===== src/rtl/rtl_settings_pkg.sv =====
// Shared types for the Avalon-MM burst transmitter: data modes, FSM states,
// queued command layout, compare descriptor and the LFSR seed.
package rtl_settings_pkg;

  localparam int CMD_ADDR_W  = 32;
  localparam int CMD_LEN_W   = 12;
  localparam int CMP_ADDR_W  = 29;
  localparam int CMP_WORDS_W = 11;
  localparam int CMP_OFF_W   = 3;

  localparam logic [7:0] LFSR_SEED = 8'hFF;

  typedef enum logic [1:0] {
    MODE_FIXED = 2'd0,
    MODE_LFSR  = 2'd1,
    MODE_INCR  = 2'd2
  } data_mode_t;

  typedef enum logic [1:0] {S_IDLE, S_LOAD, S_WRITE, S_READ} tx_state_t;

  typedef enum logic {CMD_WRITE = 1'b0, CMD_READ = 1'b1} cmd_type_t;

  typedef struct packed {
    cmd_type_t              typ;
    logic [CMD_ADDR_W-1:0]  addr;
    logic [CMD_LEN_W-1:0]   bytes;
  } cmd_t;

  typedef struct packed {
    logic [CMP_ADDR_W-1:0]  addr;
    logic [CMP_WORDS_W-1:0] words;
    logic [CMP_OFF_W-1:0]   start_off;
    logic [CMP_OFF_W-1:0]   end_off;
    data_mode_t             mode;
    logic [7:0]             seed;
  } cmp_desc_t;

  // Encoding 3 is reserved and behaves as a fixed pattern.
  function automatic data_mode_t to_data_mode(input logic [1:0] m);
    return (m == 2'd3) ? MODE_FIXED : data_mode_t'(m);
  endfunction

endpackage


===== src/rtl/sync_fifo.sv =====
// Synchronous FIFO with registered full/empty flags; push is refused while the
// registered full flag is set, even if a pop happens in the same cycle.
module sync_fifo #(
  parameter int WIDTH = 8,
  parameter int DEPTH = 4
) (
  input  logic             clk_i,
  input  logic             rst_n_i,
  input  logic             push_i,
  input  logic [WIDTH-1:0] push_dat_i,
  output logic             full_o,
  input  logic             pop_i,
  output logic [WIDTH-1:0] pop_dat_o,
  output logic             empty_o
);

  localparam int AW = $clog2(DEPTH);

  logic [WIDTH-1:0] r_mem [DEPTH];
  logic [AW-1:0]    r_wr_ptr;
  logic [AW-1:0]    r_rd_ptr;
  logic [AW:0]      r_count;
  logic             r_full;
  logic             r_empty;
  logic             w_push;
  logic             w_pop;
  logic [AW:0]      w_count_nxt;

  assign w_push    = push_i && !r_full;
  assign w_pop     = pop_i && !r_empty;
  assign full_o    = r_full;
  assign empty_o   = r_empty;
  assign pop_dat_o = r_mem[r_rd_ptr];

  always_comb begin
    w_count_nxt = r_count;
    if (w_push && !w_pop)
      w_count_nxt = r_count + 1'b1;
    else if (!w_push && w_pop)
      w_count_nxt = r_count - 1'b1;
  end

  always_ff @(posedge clk_i) begin
    if (w_push)
      r_mem[r_wr_ptr] <= push_dat_i;
  end

  always_ff @(posedge clk_i) begin
    if (!rst_n_i) begin
      r_wr_ptr <= '0;
      r_rd_ptr <= '0;
      r_count  <= '0;
      r_full   <= 1'b0;
      r_empty  <= 1'b1;
    end else begin
      if (w_push)
        r_wr_ptr <= r_wr_ptr + 1'b1;
      if (w_pop)
        r_rd_ptr <= r_rd_ptr + 1'b1;
      r_count <= w_count_nxt;
      r_full  <= (w_count_nxt == (AW + 1)'(DEPTH));
      r_empty <= (w_count_nxt == '0);
    end
  end

endmodule


===== src/rtl/amm_burst_transmitter.sv =====
// Turns queued byte-addressed read/write commands into Avalon-MM bursts with
// generated write data, read-credit tracking and per-write compare descriptors.
module amm_burst_transmitter
  import rtl_settings_pkg::*;
#(
  parameter int ADDR_W      = CMD_ADDR_W,
  parameter int AMM_DATA_W  = 64,
  parameter int AMM_ADDR_W  = ADDR_W - $clog2(AMM_DATA_W / 8),
  parameter int AMM_BURST_W = CMP_WORDS_W,
  parameter int LEN_W       = AMM_BURST_W - 2 + $clog2(AMM_DATA_W / 8),
  parameter int CMD_DEPTH   = 4,
  parameter int MAX_RD_PEND = 256
) (
  input  logic                           clk_i,
  input  logic                           rst_n_i,
  input  logic                           cmd_valid_i,
  output logic                           cmd_ready_o,
  input  logic                           cmd_type_i,
  input  logic [ADDR_W-1:0]              cmd_addr_i,
  input  logic [LEN_W-1:0]               cmd_bytes_i,
  input  logic [1:0]                     data_mode_i,
  input  logic [7:0]                     data_ptrn_i,
  output logic                           busy_o,
  output logic [$clog2(MAX_RD_PEND+1)-1:0] rd_pend_o,
  output logic                           cmp_valid_o,
  output logic [AMM_ADDR_W-1:0]          cmp_addr_o,
  output logic [AMM_BURST_W-1:0]         cmp_words_o,
  output logic [$clog2(AMM_DATA_W/8)-1:0] cmp_start_off_o,
  output logic [$clog2(AMM_DATA_W/8)-1:0] cmp_end_off_o,
  output logic [1:0]                     cmp_mode_o,
  output logic [7:0]                     cmp_seed_o,
  output logic [AMM_ADDR_W-1:0]          address_o,
  output logic                           read_o,
  output logic                           write_o,
  output logic [AMM_DATA_W-1:0]          writedata_o,
  output logic [AMM_BURST_W-1:0]         burstcount_o,
  output logic [AMM_DATA_W/8-1:0]        byteenable_o,
  input  logic                           waitrequest_i,
  input  logic                           readdatavalid_i,
  input  logic [AMM_DATA_W-1:0]          readdata_i
);

  localparam int DATA_B   = AMM_DATA_W / 8;
  localparam int ADDR_B_W = $clog2(DATA_B);
  localparam int RDW      = $clog2(MAX_RD_PEND + 1);

  function automatic logic [DATA_B-1:0] be_range(input logic [ADDR_B_W-1:0] lo,
                                                 input logic [ADDR_B_W-1:0] hi);
    logic [DATA_B-1:0] be;
    for (int i = 0; i < DATA_B; i++)
      be[i] = (i >= int'(lo)) && (i <= int'(hi));
    return be;
  endfunction

  function automatic logic [AMM_DATA_W-1:0] gen_beat(input data_mode_t mode,
                                                     input logic [7:0] ptrn,
                                                     input logic [7:0] lfsr,
                                                     input logic [AMM_BURST_W-1:0] k);
    logic [AMM_DATA_W-1:0] d;
    d = '0;
    for (int i = 0; i < DATA_B; i++) begin
      case (mode)
        MODE_LFSR: d[8*i +: 8] = lfsr;
        MODE_INCR: d[8*i +: 8] = ptrn + 8'(k * DATA_B) + 8'(i);
        default:   d[8*i +: 8] = ptrn;
      endcase
    end
    return d;
  endfunction

  cmd_t                  w_push_cmd;
  cmd_t                  w_head;
  logic                  w_full;
  logic                  w_empty;
  logic                  w_pop;
  logic [ADDR_B_W-1:0]   w_start_off;
  logic [ADDR_B_W-1:0]   w_end_off;
  logic [LEN_W:0]        w_sum;
  logic [AMM_BURST_W-1:0] w_words;
  logic                  w_rd_stall;
  data_mode_t            w_mode_in;
  tx_state_t             r_state;
  tx_state_t             w_state_nxt;
  logic                  w_load_wr;
  logic                  w_load_rd;
  logic                  w_beat_acc;
  logic                  w_last_acc;
  logic                  w_rd_acc;
  logic [AMM_BURST_W-1:0] r_beat;
  logic [AMM_BURST_W-1:0] w_next_beat;
  logic                  w_next_last;
  logic [7:0]            r_lfsr;
  logic [7:0]            w_lfsr_nxt;
  data_mode_t            r_mode;
  logic [7:0]            r_ptrn;
  logic [ADDR_B_W-1:0]   r_end_off;
  logic [RDW-1:0]        r_rd_pend;
  logic [RDW-1:0]        w_rd_pend_nxt;
  cmp_desc_t             r_cmp;
  logic                  w_unused_rdata;

  assign w_push_cmd = '{typ: cmd_type_t'(cmd_type_i), addr: cmd_addr_i, bytes: cmd_bytes_i};

  sync_fifo #(.WIDTH($bits(cmd_t)), .DEPTH(CMD_DEPTH)) u_cmd_fifo (
    .clk_i     (clk_i),
    .rst_n_i   (rst_n_i),
    .push_i    (cmd_valid_i),
    .push_dat_i(w_push_cmd),
    .full_o    (w_full),
    .pop_i     (w_pop),
    .pop_dat_o (w_head),
    .empty_o   (w_empty)
  );

  assign w_start_off = w_head.addr[ADDR_B_W-1:0];
  assign w_sum       = {1'b0, w_head.bytes} + (LEN_W + 1)'(w_start_off);
  assign w_words     = AMM_BURST_W'(w_sum[LEN_W:ADDR_B_W]) + 1'b1;
  assign w_end_off   = w_sum[ADDR_B_W-1:0];
  assign w_rd_stall  = (32'(r_rd_pend) + 32'(w_words)) > 32'(MAX_RD_PEND);
  assign w_mode_in   = to_data_mode(data_mode_i);
  assign w_next_beat = r_beat + 1'b1;
  assign w_next_last = (w_next_beat == burstcount_o - 1'b1);
  assign w_lfsr_nxt  = {r_lfsr[6:0], r_lfsr[6] ^ r_lfsr[1] ^ r_lfsr[0]};
  assign w_unused_rdata = ^readdata_i;

  assign cmd_ready_o     = !w_full;
  assign busy_o          = !w_empty || (r_state != S_IDLE) || (r_rd_pend != '0);
  assign rd_pend_o       = r_rd_pend;
  assign cmp_addr_o      = r_cmp.addr;
  assign cmp_words_o     = r_cmp.words;
  assign cmp_start_off_o = r_cmp.start_off;
  assign cmp_end_off_o   = r_cmp.end_off;
  assign cmp_mode_o      = r_cmp.mode;
  assign cmp_seed_o      = r_cmp.seed;

  always_comb begin
    w_state_nxt = r_state;
    w_pop       = 1'b0;
    w_load_wr   = 1'b0;
    w_load_rd   = 1'b0;
    w_beat_acc  = 1'b0;
    w_last_acc  = 1'b0;
    w_rd_acc    = 1'b0;
    case (r_state)
      S_IDLE: if (!w_empty) w_state_nxt = S_LOAD;
      S_LOAD: begin
        if (w_head.typ == CMD_WRITE) begin
          w_pop       = 1'b1;
          w_load_wr   = 1'b1;
          w_state_nxt = S_WRITE;
        end else if (!w_rd_stall) begin
          w_pop       = 1'b1;
          w_load_rd   = 1'b1;
          w_state_nxt = S_READ;
        end
      end
      S_WRITE: if (!waitrequest_i) begin
        w_beat_acc = 1'b1;
        if (r_beat == burstcount_o - 1'b1) begin
          w_last_acc  = 1'b1;
          w_state_nxt = w_empty ? S_IDLE : S_LOAD;
        end
      end
      S_READ: if (!waitrequest_i) begin
        w_rd_acc    = 1'b1;
        w_state_nxt = w_empty ? S_IDLE : S_LOAD;
      end
      default: w_state_nxt = S_IDLE;
    endcase
  end

  // A read data beat with nothing outstanding is dropped rather than wrapping.
  always_comb begin
    w_rd_pend_nxt = r_rd_pend;
    if (w_rd_acc)
      w_rd_pend_nxt = w_rd_pend_nxt + RDW'(burstcount_o);
    if (readdatavalid_i && (r_rd_pend != '0))
      w_rd_pend_nxt = w_rd_pend_nxt - 1'b1;
  end

  always_ff @(posedge clk_i) begin
    if (!rst_n_i)
      r_state <= S_IDLE;
    else
      r_state <= w_state_nxt;
  end

  always_ff @(posedge clk_i) begin
    if (!rst_n_i) begin
      address_o    <= '0;
      writedata_o  <= '0;
      burstcount_o <= '0;
      byteenable_o <= '0;
      read_o       <= 1'b0;
      write_o      <= 1'b0;
      cmp_valid_o  <= 1'b0;
      r_cmp        <= '0;
      r_lfsr       <= LFSR_SEED;
      r_mode       <= MODE_FIXED;
      r_ptrn       <= '0;
      r_end_off    <= '0;
      r_beat       <= '0;
      r_rd_pend    <= '0;
    end else begin
      cmp_valid_o <= 1'b0;
      r_rd_pend   <= w_rd_pend_nxt;
      if (w_load_wr) begin
        address_o    <= w_head.addr[ADDR_W-1:ADDR_B_W];
        burstcount_o <= w_words;
        byteenable_o <= be_range(w_start_off,
                                 (w_words == 1) ? w_end_off : ADDR_B_W'(DATA_B - 1));
        writedata_o  <= gen_beat(w_mode_in, data_ptrn_i, r_lfsr, '0);
        if (w_mode_in == MODE_LFSR)
          r_lfsr <= w_lfsr_nxt;
        r_mode      <= w_mode_in;
        r_ptrn      <= data_ptrn_i;
        r_end_off   <= w_end_off;
        r_beat      <= '0;
        write_o     <= 1'b1;
        cmp_valid_o <= 1'b1;
        r_cmp       <= '{addr: w_head.addr[ADDR_W-1:ADDR_B_W], words: w_words,
                         start_off: w_start_off, end_off: w_end_off, mode: w_mode_in,
                         seed: (w_mode_in == MODE_LFSR) ? r_lfsr : data_ptrn_i};
      end
      if (w_load_rd) begin
        address_o    <= w_head.addr[ADDR_W-1:ADDR_B_W];
        burstcount_o <= w_words;
        byteenable_o <= '1;
        read_o       <= 1'b1;
      end
      if (w_beat_acc) begin
        if (w_last_acc) begin
          write_o <= 1'b0;
        end else begin
          r_beat       <= w_next_beat;
          writedata_o  <= gen_beat(r_mode, r_ptrn, r_lfsr, w_next_beat);
          byteenable_o <= w_next_last ? be_range('0, r_end_off) : '1;
          if (r_mode == MODE_LFSR)
            r_lfsr <= w_lfsr_nxt;
        end
      end
      if (w_rd_acc)
        read_o <= 1'b0;
    end
  end

endmodule


===== config.mk =====
export PLATFORM = sky130hd
export DESIGN_NAME = amm_burst_transmitter
export DESIGN_NICKNAME = d
export VERILOG_FILES = /design/src/rtl/rtl_settings_pkg.sv /design/src/rtl/sync_fifo.sv /design/src/rtl/amm_burst_transmitter.sv
export SDC_FILE = /design/constraint.sdc
export NUM_CORES = 1
export LEC_CHECK = 0
export CELL_PAD_IN_SITES_DETAIL_PLACEMENT = 1
export CELL_PAD_IN_SITES_GLOBAL_PLACEMENT = 2
export CORE_ASPECT_RATIO = 1.25
export CORE_MARGIN = 10
export CORE_UTILIZATION = 37
export CTS_CLUSTER_SIZE = 28
export DETAILED_ROUTE_END_ITERATION = 12
export PLACE_DENSITY_LB_ADDON = 0.1
export RECOVER_POWER = 100
export SYNTH_ARGS = -nofsm -noshare
export SYNTH_HDL_FRONTEND = slang
export SYNTH_HIERARCHICAL = 1
export SYNTH_SLANG_ARGS = --single-unit

===== constraint.sdc =====
create_clock -name clk_i -period 17.7 [get_ports clk_i]
set_input_delay 3.54 -clock clk_i [delete_from_list [all_inputs] [get_ports clk_i]]
set_output_delay 3.54 -clock clk_i [all_outputs]
set_load 0.05 [all_outputs]

Yosys cells after proc, flatten, opt, wreduce, memory -nomap -nowiden

Memories as Yosys holds them, arrays and structs flattened. A register that Yosys moved wholly into a read port is not among the register bits.
Cells that the tools add are included.

Register bits: 218
Bits of input ports: 124
Output and inout port bits: 182
Memories: 1
Word-level logic and storage cells: 187
RAM bits: 180
Bits in read-only memories: 0
Latch bits: 0

Order comparisons: 22
Eq/ne operators: 17
Shifts and indexed selects: 0
Add/sub/neg operators: 26
Reductions and logical operators: 24
Divide/modulo/power cells: 0
Bitwise operators: 3
Multiplexer cells: 71
Multiply operators: 0

Memories:

| name             | depth | width | read ports | clocked after Yosys merged registers in | wr ports | line            | text |
|---|---|---|---|---|---|---|---|
| u_cmd_fifo.r_mem | 4     | 45    | 1          | 1                                       | 1        | sync_fifo.sv:19 | `logic [WIDTH-1:0] r_mem [DEPTH];` |

Operators by type and width:

| kind                    | number |
|---|---|
| $pmux W8 S2             | 15 |
| $mux W64                | 3 |
| $mux W8                 | 11 |
| $add A8 B3 Y8 const B   | 8 |
| $mux W29                | 2 |
| $mux W11                | 5 |
| $add A8 B2 Y8 const B   | 4 |
| $le A3 B3 Y1 const A    | 8 |
| $eq A11 B11 Y1          | 2 |
| $mux W1                 | 20 |
| $mux W2                 | 9 |
| $mux W9                 | 2 |
| $add A8 B1 Y8 const B   | 2 |
| $add A12 B3 Y13         | 1 |
| $add A9 B11 Y12         | 1 |
| $gt A12 B9 Y1 const B   | 1 |
| $le A2 B3 Y1 const A    | 4 |
| $add A10 B1 Y11 const B | 1 |
| $add A11 B1 Y11 const B | 1 |
| $eq A11 B1 Y1 const B   | 1 |
| $logic_and A1 B1 Y1     | 11 |
| $sub A11 B1 Y11 const B | 1 |
| $eq A2 B2 Y1 const B    | 5 |
| $add A9 B9 Y9           | 1 |
| other kinds (25)        | 44 |

Depth between registers and ports, before layout

Depth in word-level cells: 12
Gate-level depth with buffers: 31
Mapped depth without buffers: 26

By module

The synthesis kept the hierarchy.

Modules (own cells, without submodules):

| module                | cells each | sequential area each (sq um) | area each (sq um) | times used |
|---|---|---|---|---|
| amm_burst_transmitter | 1708       | 4184.0                       | 13145.1           | 1 |
| sync_fifo             | 302        | 5625.4                       | 7140.6            | 1 |

Worst setup path after synthesis

No wires, ideal clock.

Path type: reg-to-reg
From: reg (tool-made name)
To: reg u_cmd_fifo.r_full (netlist: u_cmd_fifo/full_o)
Path buffers: 6
Data required time: 17.571 ns
Slack: 11.109 ns
Cell stages (with the launch flop): 31
Period minus slack after synthesis: 6.591 ns
Data arrival time: 6.463 ns
Library setup time: 0.129 ns
Cell sequence: dfxtp_1 -> clkbuf_1 -> buf_2 -> mux4_2 -> clkbuf_1 -> inv_1 -> fa_1 -> nor2b_1 -> o21ai_0 -> xnor2_1 -> ha_1 -> nand3_1 -> a2111oi_0 -> a211oi_1 -> o221a_2 -> nor3_2 -> ha_1 -> a221o_1 -> o22ai_1 -> o2111ai_1 -> o31ai_1 -> nand2_1 -> o21a_1 -> buf_4 -> buf_6 -> inv_1 -> nor2b_4 -> buf_6 -> xnor2_2 -> a311oi_2 -> nor4b_2

RTL lines:

| what                 | line            | text |
|---|---|---|
| end signal, assigned | sync_fifo.sv:61 | `r_full <= (w_count_nxt == (AW + 1)'(DEPTH));` |
| end, declared        | sync_fifo.sv:23 | `logic r_full;` |

==> results.txt <==
----------------------------------------------------
[Logic synthesis]
  Post-synthesis area per instance ... 10.09 um2
  Syn nets ... 2197
  Number of standard cells after synthesis ... 2010
  Netlist cell types ... 91
  Part of the Yosys area used for sequential elements ... 48.36%
  Share of Yosys cell area claimed by the top area cell type ... 26.65%
  Share of flip-flops with an asynchronous set or reset ... 0%
  List of most frequent post-synthesis cells ... nand2_1, dfxtp_1, a21oi_1, edfxtp_1, nor2_1
  Most area-consuming cells after synthesis ... edfxtp_1, dfxtp_1, nand2_1
  Cell with the most instances after synthesis ... nand2_1
  Synth Register Bits ... 400
  Total number of yosys warnings ... 6
  Top FF cell, synth ... dfxtp_1
  Post-synth design cell area ... 20290 um2
  Cell type with the largest total area after synthesis ... edfxtp_1
  EDFF count, synth ... 180

[Clocking]
  Root buf cell ... clkbuf_16
  Total of hold buffers inserted after clock tree synthesis ... 0
  Clock H-tree levels ... 2
  Cts bufs inserted ... 43
  Clock latency of the later-clocked register in the worst-skew pair ... 0.60 ns
  Resize count post-CTS ... 0
  Clock sink count ... 400
  Largest buffer count on any clock path ... 3
  Clock tree from TritonCTS ... built
  Clock-pin slew on the worst setup and hold paths ... 0.06 ns
  Buffers inserted by post-CTS timing repair ... 0

[Place]
  Detailed placement HPWL ... 47710 um
  Number of buffers inserted by port buffering ... 241
  Placement-stage cell area ... 23150 um2
  Placer Congestion ... 0.8447

[Layout]
  Final-stage net count ... 2367
  Area growth from synthesis to layout ... 21.29%
  Layout cell share with drive strength beyond 1 ... 7.498%
  Post-route cell area ... 24600 um2
  Final core utilization ... 45.49%
  Filler cells ... 5952

[Job]
  Count of maximum capacitance violations ... 11

[Timing]
  Final setup vio count ... 0
  Measured slew at the worst slew-check pin ... 3.684 ns
  Fmax achieved ... 88.95 MHz
  Final critical delay including setup and external delays ... 11.24 ns
  Final worst path period share ... 63.51%
  Hold Worst Slack ... 0.4523 ns
  Worst max-slew margin expressed relative to the limit ... -145.6%
  RSZ-0062 raised after global routing ... no
  Setup Skew ... 0.01895 ns
  Summed negative setup slack over all endpoints ... 0 ns
  Final hold violation count ... 0
  Fin. max-slew vios ... 528

[Worst setup path]
  Crit path DAT ... 11.62 ns
  Worst path max stage delay ... 2.40 ns
  Crit end category ... register
  Critical path data required time ... 18.08 ns
  Reg-to-Reg End ... u_cmd_fifo/empty_o
  Worst reg-to-reg setup slack ... 6.46 ns
  CP most frequent cell ... ha_1
  Sum of buffers and inverters on the critical path ... 3
  Path type of the worst setup path ... register to register
  Cell with the biggest individual delay on the critical path ... clkbuf_1
  Nature of the critical path startpoint ... register
  CP Max Fanout ... 37
  Number of cell instances on the worst register-to-register path ... 26
  Family of cells with the greatest summed delay on the critical path ... compound AO/OA/AOI/OAI gates

[Routing]
  First-pass iteration count of the detailed router ... 5
  DRT antenna net count ... 0
  Number of vias after detailed routing ... 15910
  Initial DRC Count ... 782
  Remaining routing DRC violations ... 0
  Routed wirelength normalized by instance count ... 22.85 um
  Vias per Instance ... 5.404
  Final WL ... 67240 um

[Global route]
  Global-route wire length before repair ... 103400 um
  Overall Global Routing Usage ... 20.43%
  Remaining global-route overflow ... 0
  Initial antenna violation count ... 10
  Largest net degree at the start of global routing ... 71
  Via count of the first global-routing pass ... 16980

[Power and ir drop]
  Psw ... 1784 uW
  Clock network power share ... 23.2%
  Share of power burned in combinational logic ... 45.7%
  Leak Pwr ... 0.009445 uW
  Cell internal power dissipation ... 2371 uW
  Peak VDD IR ... 116.7 uV
  Sequential Power Share ... 31.1%
  Areal power density over the cells ... 168.9 nW/um2
  Fraction of power spent switching nets ... 42.94%

[Worst hold path]
  Hold_sp ... cmp_addr_o[14]
  Hold Crit Endpoint ... cmp_addr_o[14]
  HP Class ... register to register
  Hold path depth ... 2

[Outcome]
  Violations in the final reports ... capacitance limit, slew limit
  Run status ... finished with violations

[Die]
  Die Area ... 64650 um2
  Area of the core ... 54080 um2
  Row count ... 95
  # IOs ... 306
  Effective utilization at floorplan ... 37.51%
  Die outline width ... 229.4 um
  Die Ht ... 281.8 um

----------------------------------------------------
logic make-up after synthesis:
group / after synthesis / share of synthesized area, %
compound gates: 454 / 14.32
fa+ha+maj: 63 / 4.034
simple gates: 662 / 14.99
xor+xnor: 136 / 6.180
mux: 105 / 7.987
flops: 400 / 48.36
buf+inv: 190 / 4.132
cell type report:
type                    count  area [um2]  area share, %
diodes                      2       5.005        0.02034
clock buffers              52        1140          4.633
clock inverters            27       376.6          1.531
inverters                  54       203.9         0.8289
multi-input cells        1420        9633          39.15
flip-flops and latches    400        9811          39.87
well taps                 727       909.6          3.697
repair buffers            261        2526          10.27
power groups by stage:
stage | sequential [uW] | combinational [uW] | clock, uW
after floorplan | 1630 | 1030 | 0
after detailed placement | 1310 | 1950 | 0
after CTS | 1300 | 1960 | 997
after global routing | 1310 | 2060 | 1040
after global placement | 1310 | 1920 | 0
final | 1290 | 1900 | 966
stage by stage:
step	worst slack (ns)	total power, uW	std cells
2_1_floorplan	11.11	2660	2010
3_3_place_gp	9.728	3231	2862
3_5_place_dp	9.532	3267	2862
4_1_cts	9.481	4256	2941
5_1_grt	5.152	4406	2942
6_report	6.458	4155	2943
worst max path at each step:
stage                         end  cells after the start  slack, ns     start
6_report       u_cmd_fifo/empty_o                     26       6.46  register
3_5_place_dp   u_cmd_fifo/empty_o                     24       9.53  register
3_3_place_gp   u_cmd_fifo/empty_o                     24       9.73  register
5_1_grt        u_cmd_fifo/empty_o                     26       5.15  register
4_1_cts        u_cmd_fifo/empty_o                     24       9.48  register
2_1_floorplan   u_cmd_fifo/full_o                     30      11.11  register
cell usage in the layout, fill, tap and decap left out, types with 12 or more instances in the layout:
master / synthesis / layout
a211oi_1: 45 / 45
a21oi_1: 198 / 198
a221oi_1: 12 / 12
a31oi_1: 18 / 18
buf_4: 11 / 12
clkbuf_1: 90 / 15
clkbuf_16: 0 / 43
dfxtp_1: 220 / 219
dlygate4sd3_1: 0 / 229
edfxtp_1: 180 / 180
ha_1: 59 / 59
inv_1: 53 / 53
mux2i_1: 55 / 55
mux4_2: 45 / 45
nand2_1: 293 / 292
nand2b_1: 20 / 19
nand3_1: 29 / 29
nor2_1: 164 / 164
nor2b_1: 16 / 15
nor3_1: 50 / 51
o21a_1: 15 / 14
o21ai_0: 62 / 62
xnor2_1: 71 / 72
xor2_1: 60 / 60
tightest hold or removal path, stage by stage (launching register included):
cell and delay [ns]:
dfxtp_1 0.31, nand2_1 0.05, a21oi_1 0.05
metal layers:
| layer | routed length [um] | GRT usage [%] |
|---|---|---|
| met1 | 27820 | 23.54 |
| met2 | 34120 | 36.95 |
| met3 | 2978 | 3.982 |
| met4 | 2251 | 7.360 |
| met5 | 80 | 0 |
registers in the layout, indices dropped and copies added (netlist names), 3 cells and up, named ones only:
register	cells
cmp_start_off_o	3
cmp_end_off_o	3
u_cmd_fifo/r_mem	180
address_o	29
u_cmd_fifo/r_count	3
rd_pend_o	9
writedata_o	64
burstcount_o	11
r_ptrn	8
cmp_addr_o	29
r_lfsr	8
byteenable_o	8
r_beat	11
cmp_words_o	11
cmp_seed_o	8
(Power assumes the default switching activity.)
